File: config.mk
export PLATFORM = sky130hd
export DESIGN_NAME = roi_crop_stream
export DESIGN_NICKNAME = d
export VERILOG_FILES = /design/src/rtl/roi_crop_stream.sv
export SDC_FILE = /design/constraint.sdc
export NUM_CORES = 1
export LEC_CHECK = 0
export ABC_AREA = 1
export CORE_MARGIN = 5
export CORE_UTILIZATION = 50
export DETAILED_ROUTE_END_ITERATION = 8
export DONT_BUFFER_PORTS = 1
export PLACE_DENSITY_LB_ADDON = 0.08
export SLEW_MARGIN = 20
export SYNTH_ARGS = -nofsm -noshare
export SYNTH_HDL_FRONTEND = slang
export SYNTH_SLANG_ARGS = --single-unit
File: constraint.sdc
create_clock -name clk -period 11.8 [get_ports clk]
set_clock_uncertainty 0.05 [all_clocks]
set_input_delay 2.95 -clock clk [delete_from_list [all_inputs] [get_ports clk]]
set_output_delay 2.95 -clock clk [all_outputs]
set_load 0.01 [all_outputs]
File: src/rtl/roi_crop_stream.sv
// ---------------------------------------------------------------------------
// roi_crop_stream
//
// Purpose:
//   Crops a rectangular region of interest out of a raster-scan pixel stream.
//   Beats are counted into (x, y) frame coordinates starting at the beat that
//   carries in_sof. Beats inside the effective window are forwarded through
//   a 2-entry output FIFO together with window start / row end / window end
//   markers. All other beats are dropped.
//
// Parameters:
//   PIXEL_BIT_WIDTH  bits per channel
//   CHANNELS         channels packed per beat, channel 0 in the LSBs
//   COORD_W          width of coordinate / size inputs and position counters
//
// Ports:
//   clk, reset                 clock (rising edge), async active-high reset
//   cfg_x1, cfg_y1             window origin column / row
//   cfg_w, cfg_h               window width / height
//   in_cols, in_rows           input frame width / height (both >= 1)
//   pixel_in, in_sof,
//   in_valid, in_ready         input stream (valid/ready handshake)
//   pixel_out, out_sof,
//   out_eol, out_eof,
//   out_valid, out_ready       output stream (valid/ready handshake)
//   frame_count                number of completed output frames
//
// Optional feature:
//   ROI_CROP_FRAME_COUNT_EN    when defined, frame_count counts transferred
//                              out_eof beats (wrapping at 16 bits); otherwise
//                              frame_count is tied to zero.
// ---------------------------------------------------------------------------
module roi_crop_stream #(
    parameter int PIXEL_BIT_WIDTH = 12,
    parameter int CHANNELS        = 1,
    parameter int COORD_W         = 12
) (
    input  logic                                clk,
    input  logic                                reset,
    input  logic [COORD_W-1:0]                  cfg_x1,
    input  logic [COORD_W-1:0]                  cfg_y1,
    input  logic [COORD_W-1:0]                  cfg_w,
    input  logic [COORD_W-1:0]                  cfg_h,
    input  logic [COORD_W-1:0]                  in_cols,
    input  logic [COORD_W-1:0]                  in_rows,
    input  logic [PIXEL_BIT_WIDTH*CHANNELS-1:0] pixel_in,
    input  logic                                in_sof,
    input  logic                                in_valid,
    output logic                                in_ready,
    output logic [PIXEL_BIT_WIDTH*CHANNELS-1:0] pixel_out,
    output logic                                out_sof,
    output logic                                out_eol,
    output logic                                out_eof,
    output logic                                out_valid,
    input  logic                                out_ready,
    output logic [15:0]                         frame_count
);

    localparam int DW = PIXEL_BIT_WIDTH * CHANNELS;
    localparam int EW = DW + 3;  // FIFO entry: {pixel, sof, eol, eof}

    localparam logic [COORD_W-1:0] C_ZERO  = {COORD_W{1'b0}};
    localparam logic [COORD_W-1:0] C_ONE   = {{(COORD_W-1){1'b0}}, 1'b1};
    localparam logic [COORD_W:0]   CE_ONE  = {{COORD_W{1'b0}}, 1'b1};
    localparam logic [EW-1:0]      E_ZERO  = {EW{1'b0}};
    localparam logic [1:0]         OCC_0   = 2'd0;
    localparam logic [1:0]         OCC_1   = 2'd1;
    localparam logic [1:0]         OCC_2   = 2'd2;

    typedef enum logic [0:0] {
        IDLE   = 1'b0,
        ACTIVE = 1'b1
    } state_t;

    // Frame state and per-frame captured configuration
    state_t               state_r, state_s;
    logic [COORD_W-1:0]   x_r, y_r, x_s, y_s;
    logic [COORD_W-1:0]   x1_r, y1_r, cols_r, rows_r;
    logic [COORD_W-1:0]   x1_s, y1_s, cols_s, rows_s;
    logic [COORD_W:0]     xend_r, yend_r, xend_s, yend_s;

    // Output FIFO: head entry drives the ports directly, slot1 is the second entry
    logic [EW-1:0]        head_r, slot1_r;
    logic [1:0]           occ_r, occ_s;
    logic                 out_valid_r, in_ready_r;

    // Datapath helper signals
    logic                 accept_s, proc_s, keep_s, pop_s;
    logic [COORD_W:0]     cfg_xsum_s, cfg_ysum_s, cfg_xend_s, cfg_yend_s;
    logic [COORD_W-1:0]   cur_x_s, cur_y_s, eff_x1_s, eff_y1_s, eff_cols_s, eff_rows_s;
    logic [COORD_W:0]     eff_xend_s, eff_yend_s;
    logic                 last_col_s, last_row_s;
    logic                 m_sof_s, m_eol_s, m_eof_s;
    logic [EW-1:0]        entry_s;

    assign accept_s = in_valid & in_ready_r;
    assign pop_s    = out_valid_r & out_ready;

    // Clamp the requested window against the frame size (one extra bit, no overflow)
    always_comb begin
        cfg_xsum_s = {1'b0, cfg_x1} + {1'b0, cfg_w};
        cfg_ysum_s = {1'b0, cfg_y1} + {1'b0, cfg_h};
        if (cfg_xsum_s < {1'b0, in_cols}) begin
            cfg_xend_s = cfg_xsum_s;
        end else begin
            cfg_xend_s = {1'b0, in_cols};
        end
        if (cfg_ysum_s < {1'b0, in_rows}) begin
            cfg_yend_s = cfg_ysum_s;
        end else begin
            cfg_yend_s = {1'b0, in_rows};
        end
    end

    // An sof beat is pixel (0,0) of a new frame and uses the live configuration
    always_comb begin
        if (in_sof) begin
            cur_x_s    = C_ZERO;
            cur_y_s    = C_ZERO;
            eff_x1_s   = cfg_x1;
            eff_y1_s   = cfg_y1;
            eff_xend_s = cfg_xend_s;
            eff_yend_s = cfg_yend_s;
            eff_cols_s = in_cols;
            eff_rows_s = in_rows;
        end else begin
            cur_x_s    = x_r;
            cur_y_s    = y_r;
            eff_x1_s   = x1_r;
            eff_y1_s   = y1_r;
            eff_xend_s = xend_r;
            eff_yend_s = yend_r;
            eff_cols_s = cols_r;
            eff_rows_s = rows_r;
        end
    end

    // Window membership and output markers for the beat being accepted
    always_comb begin
        proc_s     = accept_s & (in_sof | (state_r == ACTIVE));
        keep_s     = proc_s
                   & (cur_x_s >= eff_x1_s) & ({1'b0, cur_x_s} < eff_xend_s)
                   & (cur_y_s >= eff_y1_s) & ({1'b0, cur_y_s} < eff_yend_s);
        m_sof_s    = (cur_x_s == eff_x1_s) & (cur_y_s == eff_y1_s);
        m_eol_s    = ({1'b0, cur_x_s} == (eff_xend_s - CE_ONE));
        m_eof_s    = m_eol_s & ({1'b0, cur_y_s} == (eff_yend_s - CE_ONE));
        last_col_s = (cur_x_s == (eff_cols_s - C_ONE));
        last_row_s = (cur_y_s == (eff_rows_s - C_ONE));
        entry_s    = {pixel_in, m_sof_s, m_eol_s, m_eof_s};
    end

    // Next-state / position / config-capture logic
    always_comb begin
        state_s = state_r;
        x_s     = x_r;
        y_s     = y_r;
        x1_s    = x1_r;
        y1_s    = y1_r;
        xend_s  = xend_r;
        yend_s  = yend_r;
        cols_s  = cols_r;
        rows_s  = rows_r;
        case (state_r)
            IDLE, ACTIVE: begin
                if (proc_s) begin
                    if (in_sof) begin
                        x1_s   = cfg_x1;
                        y1_s   = cfg_y1;
                        xend_s = cfg_xend_s;
                        yend_s = cfg_yend_s;
                        cols_s = in_cols;
                        rows_s = in_rows;
                    end else begin
                        x1_s   = x1_r;
                    end
                    if (last_col_s && last_row_s) begin
                        state_s = IDLE;
                        x_s     = C_ZERO;
                        y_s     = C_ZERO;
                    end else if (last_col_s) begin
                        state_s = ACTIVE;
                        x_s     = C_ZERO;
                        y_s     = cur_y_s + C_ONE;
                    end else begin
                        state_s = ACTIVE;
                        x_s     = cur_x_s + C_ONE;
                        y_s     = cur_y_s;
                    end
                end else begin
                    state_s = state_r;
                end
            end
            default: begin
                state_s = IDLE;
                x_s     = C_ZERO;
                y_s     = C_ZERO;
            end
        endcase
    end

    // Frame state, position and captured configuration registers
    always_ff @(posedge clk or posedge reset) begin
        if (reset) begin
            state_r <= IDLE;
            x_r     <= C_ZERO;
            y_r     <= C_ZERO;
            x1_r    <= C_ZERO;
            y1_r    <= C_ZERO;
            xend_r  <= {(COORD_W+1){1'b0}};
            yend_r  <= {(COORD_W+1){1'b0}};
            cols_r  <= C_ONE;
            rows_r  <= C_ONE;
        end else begin
            state_r <= state_s;
            x_r     <= x_s;
            y_r     <= y_s;
            x1_r    <= x1_s;
            y1_r    <= y1_s;
            xend_r  <= xend_s;
            yend_r  <= yend_s;
            cols_r  <= cols_s;
            rows_r  <= rows_s;
        end
    end

    // FIFO occupancy after this cycle's push/pop
    always_comb begin
        case ({keep_s, pop_s})
            2'b10:   occ_s = occ_r + OCC_1;
            2'b01:   occ_s = occ_r - OCC_1;
            default: occ_s = occ_r;
        endcase
    end

    // Output FIFO storage; in_ready/out_valid are registered from next occupancy
    always_ff @(posedge clk or posedge reset) begin
        if (reset) begin
            occ_r       <= OCC_0;
            head_r      <= E_ZERO;
            slot1_r     <= E_ZERO;
            out_valid_r <= 1'b0;
            in_ready_r  <= 1'b0;
        end else begin
            occ_r       <= occ_s;
            out_valid_r <= (occ_s != OCC_0);
            in_ready_r  <= (occ_s != OCC_2);
            case ({keep_s, pop_s})
                2'b10: begin
                    if (occ_r == OCC_0) begin
                        head_r <= entry_s;
                    end else begin
                        slot1_r <= entry_s;
                    end
                end
                2'b01: begin
                    if (occ_r == OCC_2) begin
                        head_r <= slot1_r;
                    end else begin
                        head_r <= head_r;
                    end
                end
                2'b11: begin
                    // Head leaves; the next-oldest beat moves up, newcomer fills behind it
                    if (occ_r == OCC_1) begin
                        head_r <= entry_s;
                    end else begin
                        head_r  <= slot1_r;
                        slot1_r <= entry_s;
                    end
                end
                default: begin
                    head_r <= head_r;
                end
            endcase
        end
    end

    assign pixel_out = head_r[EW-1:3];
    assign out_sof   = head_r[2];
    assign out_eol   = head_r[1];
    assign out_eof   = head_r[0];
    assign out_valid = out_valid_r;
    assign in_ready  = in_ready_r;

`ifdef ROI_CROP_FRAME_COUNT_EN
    logic [15:0] frame_count_r;

    // Count window-end beats as they leave the block
    always_ff @(posedge clk or posedge reset) begin
        if (reset) begin
            frame_count_r <= 16'd0;
        end else if (pop_s && head_r[0]) begin
            frame_count_r <= frame_count_r + 16'd1;
        end else begin
            frame_count_r <= frame_count_r;
        end
    end

    assign frame_count = frame_count_r;
`else
    assign frame_count = 16'd0;
`endif

endmodule

# [Word level (Yosys, flattened, before mapping)]
# Cells that the tools add are included.
[word_totals] out_inout_bits=33 elab_cells=86 inputBits=89 regBits=133
[classes] order_cmp=6 muxes=23 n_reduce_logical=7 bitwise_logic=10 n_eq_ne=16 n_addsub=10
[op_table] operator="12-bit two-way mux" n=10
[op_table] operator="15-bit two-way mux" n=5
[op_table] operator="13-bit two-way mux" n=4
[op_table] operator="12-bit equality test" n=4
[op_table] operator="15-bit one-hot mux with 3 select lines" n=1
[op_table] operator="15-bit one-hot mux with 2 select lines" n=1
[op_table] operator="12-bit by 12-bit adder with 13-bit output" n=2
[op_table] operator="12-bit by 13-bit equality test with 1-bit output" n=2
[op_table] operator="12-bit by 13-bit less-than comparator with 1-bit output" n=2
[op_table] operator="13-bit by 12-bit less-than comparator with 1-bit output" n=2
[op_table] operator="13-bit by 1-bit subtractor with 13-bit output, second input constant" n=2
[op_table] operator="12-bit by 1-bit adder with 12-bit output, second input constant" n=2
[op_table] operator="12-bit greater-or-equal comparator" n=2
[op_table] operator="12-bit by 1-bit subtractor with 12-bit output, second input constant" n=2
[op_table] operator="2-bit inequality test, second input constant" n=5
[op_table] operator="1-bit bitwise AND" n=9
[op_table] operator="2-bit equality test, second input constant" n=3
[op_table] operator="3-bit AND reduction" n=2
[op_table] operator="2-bit by 1-bit equality test with 1-bit output, second input constant" n=2
[op_table] operator="2-bit one-hot mux with 2 select lines" n=1
[op_table] operator="2-bit nonzero test" n=2
[op_table] operator="3-bit nonzero test" n=1
[op_table] operator="2-bit by 1-bit adder with 2-bit output, second input constant" n=1
[op_table] operator="2-bit logical NOT" n=1
[op_table] operator="other kinds (4)" n=4

# [Depth between registers and ports, before layout]
[logic_depth] ltp_word=11 depth_mapped=43 mapped_depth_nobuf=41

# [Least setup slack after synthesis]
# Ideal clock, no wire load.
[synth_path] path_type="input-to-reg" start="input port cfg_y1[0]" end="register head_r[10]" t_required_ps=11626 setup_time_ps=124 stages=43 arrival_time_ps=8721 setup_slack_ps=2905 path_buffers=2 cell_sequence="ha_1 -> inv_1 -> fa_1 -> nand3b_1 -> nand2_1 -> a21oi_1 -> or2_2 -> nand2_1 -> inv_1 -> ha_1 -> nand2_1 -> inv_1 -> nand2_1 -> nand2_1 -> nand2_1 -> nand3b_1 -> nor2_2 -> nand2_2 -> [... 7 more ...] -> o221ai_1 -> nand3_1 -> a21boi_0 -> o21a_1 -> o211ai_1 -> nand2_1 -> nand2_1 -> nand2_1 -> a211oi_1 -> inv_1 -> ha_1 -> inv_1 -> nor2_1 -> nor3b_1 -> inv_1 -> clkbuf_1 -> a21oi_1 -> a2bb2oi_1"
[synth_between] elab_chain_len=9 elab_cells_between_ends=17 cone_classes="1 x add/sub; 3 x order compare; 5 x eq/ne; 4 x mux; 2 x bitwise; 2 x reduce/logical"
[synth_lines] item="from (decl)" line_no="41" source="input logic [COORD_W-1:0] cfg_y1,"
[synth_lines] item="12-bit by 12-bit adder with 13-bit output" line_no="102" source="cfg_ysum_s = {1'b0, cfg_y1} + {1'b0, cfg_h};"
[synth_lines] item="13-bit by 12-bit less-than comparator with 1-bit output" line_no="108" source="if (cfg_ysum_s < {1'b0, in_rows}) begin"
[synth_lines] item="13-bit two-way mux" line_no="108"
[synth_lines] item="13-bit two-way mux"
[synth_lines] item="12-bit by 13-bit less-than comparator with 1-bit output" line_no="143" source="& (cur_y_s >= eff_y1_s) & ({1'b0, cur_y_s} < eff_yend_s);"
[synth_lines] item="1-bit bitwise AND *" line_no="143"
[synth_lines] item="2-bit by 1-bit equality test with 1-bit output / 2-bit equality test (equally long branches)" line_no="247" source="case ({keep_s, pop_s})"
[synth_lines] item="2-bit inequality test (no source line) / 3-bit nonzero test (equally long branches)"
[synth_lines] item="3-bit AND reduction (no source line)"
[synth_lines] item="to (signal assigned)" line_no="250" source="head_r <= entry_s;"
[synth_lines] item="to (signal assigned)" line_no="257" source="head_r <= slot1_r;"
[synth_lines] item="to (signal assigned)" line_no="259" source="head_r <= head_r;"
[synth_lines] item="to (decl)" line_no="83" source="logic [EW-1:0] head_r, slot1_r;"
# Every way passes the cells marked *; elsewhere a longest branch is shown, timed or not.
# A chain may end at the register's enable or synchronous reset.

# [Final worst setup path]
[layout_path] start="input port cfg_y1[0]" end="register head_r[1]"
# Same word-level chain as after synthesis.

==> results.txt <==
most numerous cell in the Yosys netlist = nand2_1
Top FF cell, synth = dfrtp_1
relative slew slack = 30.57%
f_max = 0.1022 GHz
vias per inst = 5.270
Req. time, crit path = 12.06 ns
port bufs = 0
Routed Antenna Nets = 0
WP buf/inv = 7
slowest CP cell = nor3b_2
TritonCTS Buffers = 17
FF+latch count, synth = 133
gr usage total = 25.08%
Final Net Count = 1885
Die Span Y = 162.8 um
final setup vio count = 0
top cells by area, synth = dfrtp_1, nand2_1, ha_1
met1 wire length = 15020 um
EDFF count, synth = 0
1st-pass router iterations = 5
average wire per standard cell = 16.18 um
P&R area growth vs syn = 6.988%
via count = 10.65k
metal2 WL = 15580 um
Clock Pin Slew Worst Setup and Hold Paths = 0.07 ns
sequential share of power = 34.0%
leading area contributor after synthesis = dfrtp_1
worst-path fanout max = 17
first-pass GRT wire length = 53060 um
# clock sinks = 133
core area = 0.02326 mm2
CTS Hold Buffers Added = 0
io pins = 122
Worst setup SP type = input port
max-cap violation count = 0
cell mode on critical path = nand2_1
die area = 0.02650 mm2
critical setup path kind = in -> reg
initial antenna violation count = 0
Syn. warnings = 0
post-route minimum period = 9.785 ns
Avg Cell Area, Syn = 6.839 um2
Starting Density = 50.18%
routed wire length = 32690 um
ys async rst share = 100.0%
PD cells = 172.1 mW/mm2
clock share of power = 25.8%
pin count of the biggest net entering global routing = 133
P_leak = 6.374 nW
Synth cell types = 51
Arrival @ worst endpoint = 10.05 ns
share of layout cells above drive strength 1 = 4.586%
status = complete, no violations
Synth top area share = 28.08%
Worst VDD drop = 0.00008234 V
WL met3 = 1247 um
crit end category = register
vias in the first global route = 10.24k
DP Wirelength = 24860 um
RSZ-0062 raised after global routing = no
CTS tree = done
slowest stage delay, CP = 0.82 ns
gr ovfl total = 0
Worst-Margin Slew = 1.037 ns
Tcrit/Tclk final = 82.92%
Die Wd = 162.8 um
final hold vios = 0
row cnt = 56
Synth top cells by count = nand2_1, inv_1, o21ai_0
gpl congestion = 0.9112
Final TNS setup = 0 ns
Slew Limit Fails = 0
Switch Pwr = 0.0009170 W
placed cell area = 0.01188 mm2
sw frac = 42.66%
Clock Path Buffers = 2
CP delay by family, top = simple AND/OR/NAND/NOR gates
worst skew pair latency = 0.43 ns
post-synthesis sequential area ratio = 28.53%
post_cts resized = 0
drt initial violations = 808
synthesized area = 0.01167 mm2
Final Cell Area = 0.01249 mm2
type of the most critical hold path = reg -> reg
Cells after Synth = 1707
# DRC = 0
H-tree Lvls = 4
max layer used = met4
Antenna Cells = 0
total power = 0.002150 W
postcts setup bufs = 0
combinational share of power = 40.2%
Int Pwr = 0.001233 W
CTS root buffer = clkbuf_16
Fillers = 2385
-- power groups by stage --
stage | Sequential, W | Combinational [W] | Clock, W
finish | 0.000731 | 0.000863 | 0.000555
floorplan | 0.000709 | 0.000689 | 0
CTS | 0.000731 | 0.000863 | 0.000564
global route | 0.000754 | 0.000997 | 0.000586
global placement | 0.000734 | 0.000842 | 0
detailed placement | 0.000736 | 0.000860 | 0
-- registers in the layout, summed over array words and instances (netlist names) --
signal,cells
slot1_r,15
x_r,12
cols_r,12
in_ready,1
y1_r,12
y_r,12
yend_r,13
xend_r,13
occ_r,2
x1_r,12
head_r,15
rows_r,12
out_valid,1
state_r,1
-- per-layer routing --
metal  vias up  global-route usage, %
li1       5494                      -
met1      4893                  32.92
met2       214                  43.23
met3        45                  3.366
met4         0                  7.434
met5         -                      0
-- cells by family after synthesis --
family                     synth area share (%)
adders and majority gates                 11.70
buffers and inverters                     10.58
muxes                                     1.715
DFF                                       28.53
and+or+nand+nor                           29.46
AOI/OAI and AO/OA                         13.40
xor gates and xnor gates                  4.577
other                                   0.03212
-- cells in the final DEF (no fill, tap or decap), types with 14 or more instances in the layout --
master,Yosys,layout
o21ai_0,144,144
conb_1,1,16
ha_1,106,106
xor2_1,41,41
a2bb2oi_1,14,14
inv_1,240,238
nand2_1,483,483
xnor2_1,20,20
nand4_1,25,25
dfrtp_1,131,131
a21oi_1,67,66
nand3_1,112,112
mux2i_1,20,20
clkbuf_16,0,17
nor2_1,122,122
-- worst min-delay path: cells and delay by family (launching register included) --
family | cells | cell delay, ns
simple gates | 1 | 0.05
flops | 1 | 0.35
compound gates | 1 | 0.06
-- cell type report --
class	count	area, um2	share of cell area, %
multi-input cells	1286	7181	57.49
flip-flops and latches	133	3331	26.67
inverters	243	918.4	7.353
clock buffers	17	425.4	3.406
well taps	319	399.1	3.196
clock inverters	15	178.9	1.433
repair buffers	7	56.30	0.4508
-- through the flow --
| stage | utilization [%] | setup WS, ns | hold slack (ns) | cells |
|---|---|---|---|---|
| 5_1_grt | 53.69 | 1.165 | 0.4530 | 2020 |
| 2_1_floorplan | - | 2.905 | 0.3978 | 1722 |
| 6_report | 53.69 | 2.015 | 0.4333 | 2020 |
| 3_5_place_dp | 51.08 | 1.631 | 0.4183 | 1988 |
| 4_1_cts | 53.67 | 2.065 | 0.4346 | 2020 |
| 3_3_place_gp | 51.08 | 1.788 | 0.4108 | 1988 |
-- path summary, 6_finish.rpt --
check,start,endpoint,slack [ns],cells after the start
max,cfg_y1[0],head_r[1],2.02,41
min,rows_r[3],rows_r[3],0.43,2
max reg2reg,y_r[3],head_r[1],6.65,21
min reg2reg,rows_r[3],rows_r[3],0.43,2
max in group asynchronous,reset,yend_r[10],8.02,2
min in group asynchronous,reset,cols_r[11],2.43,1
No activity file was read; power rests on OpenSTA's default activity.
